<file path="config.mk">
export PLATFORM = sky130hd
export DESIGN_NAME = rom_axi_slave
export DESIGN_NICKNAME = d
export VERILOG_FILES = /design/src/rtl/rom_axi_slave.sv
export SDC_FILE = /design/constraint.sdc
export NUM_CORES = 1
export LEC_CHECK = 0
export CAP_MARGIN = 10
export CORE_MARGIN = 3
export CORE_UTILIZATION = 37
export CTS_BUF_LIST = sky130_fd_sc_hd__clkbuf_8
export CTS_CLUSTER_SIZE = 14
export DETAILED_ROUTE_END_ITERATION = 10
export GPL_TIMING_DRIVEN = 0
export PLACE_DENSITY = 0.8
export SETUP_SLACK_MARGIN = 0.15
export SYNTH_ARGS = -nofsm -noshare
export SYNTH_HDL_FRONTEND = slang
export SYNTH_SLANG_ARGS = --single-unit
</file>
<file path="constraint.sdc">
create_clock -name clk -period 1.8 [get_ports clk]
set_input_delay 0.27 -clock clk [delete_from_list [all_inputs] [get_ports clk]]
set_output_delay 0.27 -clock clk [all_outputs]
set_load 0.1 [all_outputs]
</file>
<file path="src/rtl/rom_axi_slave.sv">
// ---------------------------------------------------------------------------
// rom_axi_slave
//
// Purpose:
//   Read-only AXI slave in front of a synchronous ROM. It handles one read
//   transaction at a time (INCR bursts of 32-bit beats) and steps the ROM
//   through consecutive word addresses. Each beat takes two cycles: one ROM
//   access cycle (READ), then one or more data cycles (DATA) that last until
//   the master accepts the beat. Bursts that are not INCR, or whose beats are
//   not 4 bytes wide, are still played out for the full length. Those beats
//   return SLVERR with zero data. There are no write channels.
//
// Parameters:
//   ID_BITS        AXI ID width
//   ROM_ADDR_BITS  ROM word-address width
//   DATA_BITS      AXI / ROM data width
//
// Ports:
//   clk, rst            clock and asynchronous active-high reset
//   ARID..ARVALID       AXI read address channel inputs
//   ARREADY             address accept (registered)
//   RID, RDATA, RRESP,
//   RLAST, RVALID       AXI read data channel outputs
//   RREADY              master ready for read data
//   ROM_enable,
//   ROM_read,
//   ROM_address         ROM control and word address (registered)
//   ROM_out             ROM data, valid one cycle after enable+read
// ---------------------------------------------------------------------------
module rom_axi_slave #(
  parameter int ID_BITS       = 8,
  parameter int ROM_ADDR_BITS = 14,
  parameter int DATA_BITS     = 32
) (
  input  logic                     clk,
  input  logic                     rst,
  input  logic [ID_BITS-1:0]       ARID,
  input  logic [31:0]              ARADDR,
  input  logic [3:0]               ARLEN,
  input  logic [2:0]               ARSIZE,
  input  logic [1:0]               ARBURST,
  input  logic                     ARVALID,
  output logic                     ARREADY,
  output logic [ID_BITS-1:0]       RID,
  output logic [DATA_BITS-1:0]     RDATA,
  output logic [1:0]               RRESP,
  output logic                     RLAST,
  output logic                     RVALID,
  input  logic                     RREADY,
  output logic                     ROM_enable,
  output logic                     ROM_read,
  output logic [ROM_ADDR_BITS-1:0] ROM_address,
  input  logic [DATA_BITS-1:0]     ROM_out
);

  typedef enum logic [1:0] {
    IDLE = 2'd0,
    READ = 2'd1,
    DATA = 2'd2
  } state_t;

  state_t     state;
  logic [3:0] len_q;
  logic [3:0] beat_q;
  logic       err_q;
  logic       burst_err;

  // The byte lane bits and the address bits above the ROM are not decoded.
  // The ROM simply wraps around, and an unaligned start address is rounded
  // down to its word.
  logic unused_addr_bits;
  assign unused_addr_bits = ^{ARADDR[31:ROM_ADDR_BITS+2], ARADDR[1:0]};

  // Only 4-byte INCR beats are supported. Any other combination is still
  // accepted and run for its full length, so the master sees a complete
  // burst, but every beat of it reports SLVERR.
  assign burst_err = (ARBURST != 2'b01) || (ARSIZE != 3'b010);

  // Read data is taken straight from the ROM while a beat is presented.
  // The ROM address and strobes stay put during DATA, so ROM_out, and with
  // it RDATA, remains stable under backpressure. Error beats are masked to
  // zero so no ROM contents leak out with an SLVERR.
  assign RDATA = (state == DATA && !err_q) ? ROM_out : '0;

  // Main FSM. All control outputs are registered here.
  // ARREADY only comes up on the first edge in IDLE. That keeps it low
  // straight out of reset and low while a burst is in flight. When a burst
  // finishes, it is raised on the same edge that returns to IDLE, so the
  // next address can be taken on the following cycle.
  // ROM_enable and ROM_read stay high from the address handshake until the
  // last beat is accepted. ROM_address only moves on a data handshake.
  always_ff @(posedge clk or posedge rst) begin
    if (rst) begin
      state       <= IDLE;
      ARREADY     <= 1'b0;
      RVALID      <= 1'b0;
      RLAST       <= 1'b0;
      RRESP       <= 2'b00;
      RID         <= '0;
      ROM_enable  <= 1'b0;
      ROM_read    <= 1'b0;
      ROM_address <= '0;
      len_q       <= 4'd0;
      beat_q      <= 4'd0;
      err_q       <= 1'b0;
    end else begin
      case (state)
        IDLE: begin
          if (ARVALID && ARREADY) begin
            RID         <= ARID;
            len_q       <= ARLEN;
            ROM_address <= ARADDR[ROM_ADDR_BITS+1:2];
            err_q       <= burst_err;
            RRESP       <= burst_err ? 2'b10 : 2'b00;
            beat_q      <= 4'd0;
            ARREADY     <= 1'b0;
            ROM_enable  <= 1'b1;
            ROM_read    <= 1'b1;
            state       <= READ;
          end else begin
            ARREADY <= 1'b1;
          end
        end

        READ: begin
          RVALID <= 1'b1;
          RLAST  <= (beat_q == len_q);
          state  <= DATA;
        end

        DATA: begin
          if (RREADY) begin
            RVALID <= 1'b0;
            RLAST  <= 1'b0;
            if (RLAST) begin
              ROM_enable <= 1'b0;
              ROM_read   <= 1'b0;
              ARREADY    <= 1'b1;
              state      <= IDLE;
            end else begin
              beat_q      <= beat_q + 4'd1;
              ROM_address <= ROM_address + ROM_ADDR_BITS'(1);
              state       <= READ;
            end
          end
        end

        default: begin
          state <= IDLE;
        end
      endcase
    end
  end

endmodule

</file>
==> key figures, run 1 <==
Cells and area
  • Final instance area: 0.00453 sq mm
  • Final non-filler cell total: between 400 and 500
  • Ant diodes: 0
  • Syn-to-layout area delta: 109%
  • Layout cells sized above 1: 50.9%
  • Fin nets: about 470

Global routing
  • Largest net degree at the start of global routing: 38
  • Initial antenna violation count: 0
  • Grt ovf: 0
  • Vias in the first global route: 2315
  • All-layer global routing usage: 23.8%
  • First-pass GRT wire length: 12200 um

Power and ir drop
  • Total power: 8030 uW
  • Max IR drop VDD: 0.00133 V
  • Leakage: roughly 0.0019 uW
  • Power per Cell Area: 1770 mW/mm^2

Floorplan
  • Die W: 82.5 um
  • Starting density of the core: 38.9%
  • Die Y: 82.5 um
  • Ports: roughly 150
  • Die area: 0.00681 sq mm
  • Core area: 0.00557 sq mm
  • Row cnt: 27

Critical path
  • R2R cell count: 9
  • Worst reg2reg path endpoint: ROM_address[2]$_DFFE_PP0P_
  • Required @ worst endpoint: 1.53 ns
  • Cells along the critical path: nand2b_4 -> buf_6 -> nor2_4 -> buf_12 -> buf_8 -> and2_4 -> buf_12
  • Critical path class: reg -> out
  • Worst Setup End Kind: output port
  • Critical-path maximum fanout: 8
  • Top cell by count, worst path: buf_12
  • CP arrival: 1.66 ns
  • Reg2Reg Setup Slack: 0.04 ns
  • Reg2reg start: state[0]$_DFFE_PP0P_
  • CP max stage cell: dfrtp_2
  • CP peak stage delay: 0.41 ns
  • Crit start category: flip-flop

Drt
  • DRC violations left: 0
  • Drt via density: 5.54
  • Total Routed Length: roughly 9400 um
  • Routed Antenna Nets: 0
  • Via count: between 2000 and 2500
  • Drt first pass iters: 4
  • Wire length per cell: between 20 and 25 um
  • Drt first-iter violations: 190

Synth
  • Mapped Area: ~0.0022 sq mm
  • Mux cell area share after synthesis: 6.70%
  • Syn_area_per_cell: about 9.5 sq um
  • Largest family of logic cells by synthesized area: simple AND/OR/NAND/NOR gates
  • Largest cells by area after synthesis: dfrtp_1, and2_1, mux2_2, a21oi_1, nor2_1
  • Fraction of the mapped netlist area in simple logic gates: a little under a quarter
  • Area leader, netlist: dfrtp_1
  • Number of synthesized flops with an enable pin: 0
  • Synthesized flop and latch total: 37
  • Number of cells produced by synthesis: 229
  • Number of distinct library cells after synthesis: 52
  • Adder-cell share of the synthesized area: 1.15%
  • Post-synth top area share: 42.7%
  • Synth async-reset ratio: 100%
  • Sequential area share after synthesis: 42.7%
  • Compound-Gate Fraction of Synth Area: 17.5%
  • XOR/XNOR Fraction of Synth Area: 2.42%
  • Dominant synthesized flop cell: dfrtp_1
  • Synth warnings: 0
  • Syn_nets: 316

Run
  • Max-cap viol count: 0

Clock network
  • Hold_buf cts: 0
  • Insertion delay to the later sink of the worst-skew pair: around 0.30 ns
  • CTS tree: built
  • CTS clock-pin slew for the worst setup and hold paths: 0.08 ns
  • H-tree levels: 2
  • Clk sink count: 37
  • CTS buffer count: 5
  • CTS Root Cell: clkbuf_8
  • Deepest clock path buffer count: 2

Place
  • Hpwl dp: 5130 um
  • Placed cells: roughly 430
  • Gpl congestion: 0.822
  • Placed cell areas: ~0.0037 sq mm
  • Port Buf Inserts: approximately 130

Timing
  • Fin Setup TNS: -3.45 ns
  • PnR worst setup slack: -0.130 ns
  • Final Skew: ~0.0053 ns
  • Final Hold Vio Count: 0
  • Slew Limit Headroom: 46.3%
  • Fin crit share: 107%
  • Worst slew pin tran: 0.805 ns
  • RSZ-0062 raised after global routing: yes
  • Post-layout min period: 1.93 ns
  • Setup violators final: 32
  • Slew Viols, Final: 0
  • Fmax: 518 MHz

Worst hold path
  • Hold WC Path Type: in -> reg
  • Hold Path End: RVALID$_DFFE_PP0P_
  • Hold Path Cell Cnt: 2
  • Hold wc startpoint: RREADY

Run status
  • Status: finished with violations
  • Failing checks: setup timing
how the worst max path moves through the flow:
| stage | end | slack (ns) | start | depth (start not counted) |
|---|---|---|---|---|
| 3_5_place_dp | RDATA[10] | -1.00 | state[0]$_DFFE_PP0P_ | 6 |
| 4_1_cts | RDATA[4] | -0.18 | state[0]$_DFFE_PP0P_ | 6 |
| 5_1_grt | RDATA[24] | -0.17 | state[0]$_DFFE_PP0P_ | 7 |
| 2_1_floorplan | RID[3]$_DFFE_PP0P_ | 0.07 | ARREADY$_DFFE_PP0P_ | 4 |
| 3_3_place_gp | RDATA[9] | -1.00 | state[0]$_DFFE_PP0P_ | 6 |
| 6_report | RDATA[24] | -0.13 | state[0]$_DFFE_PP0P_ | 7 |
layer usage:
layer / share of wire (%) / wire length [um] / GRT usage, %
met5: 0 / 0 / 0
met4: 3.7 / 345 / 8.99
met3: 11 / 1040 / 7.48
met2: 51 / 4770 / 43.1
met1: 34 / 3210 / 25.8
stage by stage:
stage                     util, %  hold WS [ns]  setup slack (ns)
after floorplan                 -         0.416            0.0692
after global placement       65.5         0.490             -1.00
after detailed placement     65.5         0.500             -1.00
after CTS                    75.2         0.360            -0.183
after global routing         81.2         0.453            -0.169
final                        81.2         0.425            -0.130
synth_stat cells, types with 2 or more instances:
cell type and count:
buf_4 4, nor2_1 16, a31oi_1 4, nand3_1 5, clkbuf_1 6, mux2_2 12, inv_1 6, nor4_1 2
dfrtp_1 37, xnor2_1 4, nand4_1 4, o21ai_0 10, o22a_1 2, a21oi_1 20, o22ai_1 5, buf_2 5
ha_1 2, o21a_1 2, or2_2 2, xor2_1 2, and2_1 32, buf_6 3, nand2_1 15
final cells by class:
| type | count | area, sq um |
|---|---|---|
| plain buffers | 18 | 184 |
| clock buffers | 5 | 68.8 |
| clock inverters | 3 | 13.8 |
| fillers | 298 | 1050 |
| inverters | 7 | 28.8 |
| multi-input cells | 167 | 1350 |
| flip-flops and latches | 37 | 972 |
| well taps | 72 | 90.1 |
| repair buffers | 142 | 1820 |
worst max-delay path: cells and delay by family (launching register included):
family,cells,cell delay [ns]
buffers and inverters,4,0.55
DFF,1,0.41
and+or+nand+nor,3,0.38
repair_timing:
item | CTS | global route
pin swaps | 28 | 11
buffers inserted | 2 | 10
gates cloned | 3 | 2
resized for setup | 390 | 64
endpoints found under the setup margin | 60 | 60
placed cells by master, fill, tap and decap left out, types with 2 or more instances in the layout:
cell type	n
o21ai_1	3
clkinv_2	2
buf_8	9
dfrtp_1	20
a21oi_4	4
and2_2	2
clkbuf_16	2
nor2_1	14
nand2_1	15
a31oi_1	4
mux2_4	12
clkbuf_8	5
nand3_1	5
buf_4	10
buf_6	9
nand4_1	4
a21oi_1	9
or2_2	2
dfrtp_4	10
buf_12	33
clkdlybuf4s15_2	26
o21ai_0	4
buf_2	2
xnor2_1	4
a21oi_2	7
o22a_1	2
o22ai_1	5
clkdlybuf4s50_1	65
xor2_1	2
inv_1	6
clkbuf_2	2
o21a_1	2
and2_4	30
o21ai_2	4
dfrtp_2	7
registers in the layout, summed over array words and instances (netlist names):
register,flops
ARREADY,1
RID,8
RLAST,1
ROM_address,14
ROM_read,1
RRESP,1
RVALID,1
beat_q,4
len_q,4
state,2
kinds of logic after synthesis:
family,count (synthesis)
buf+inv,25
mux,13
compound gates,59
flops,37
fa+ha+maj,2
simple gates,86
xor+xnor,6
other cells,1
where the power goes:
| group | internal [uW] | leakage, uW | switching [uW] | total [uW] |
|---|---|---|---|---|
| combinational | 1900 | 0.00139 | 3790 | 5690 |
| clock | 263 | 0.0000491 | 315 | 578 |
| sequential | 1310 | 0.000416 | 460 | 1770 |
Power figures use the tool's default switching activity.
==> run 2, diff against run 1 <==
Settings changed: CAP_MARGIN 10 to 20.
==> results of run 2 <==
No change in the layout: final DEF, timing and power equal those of run 1.
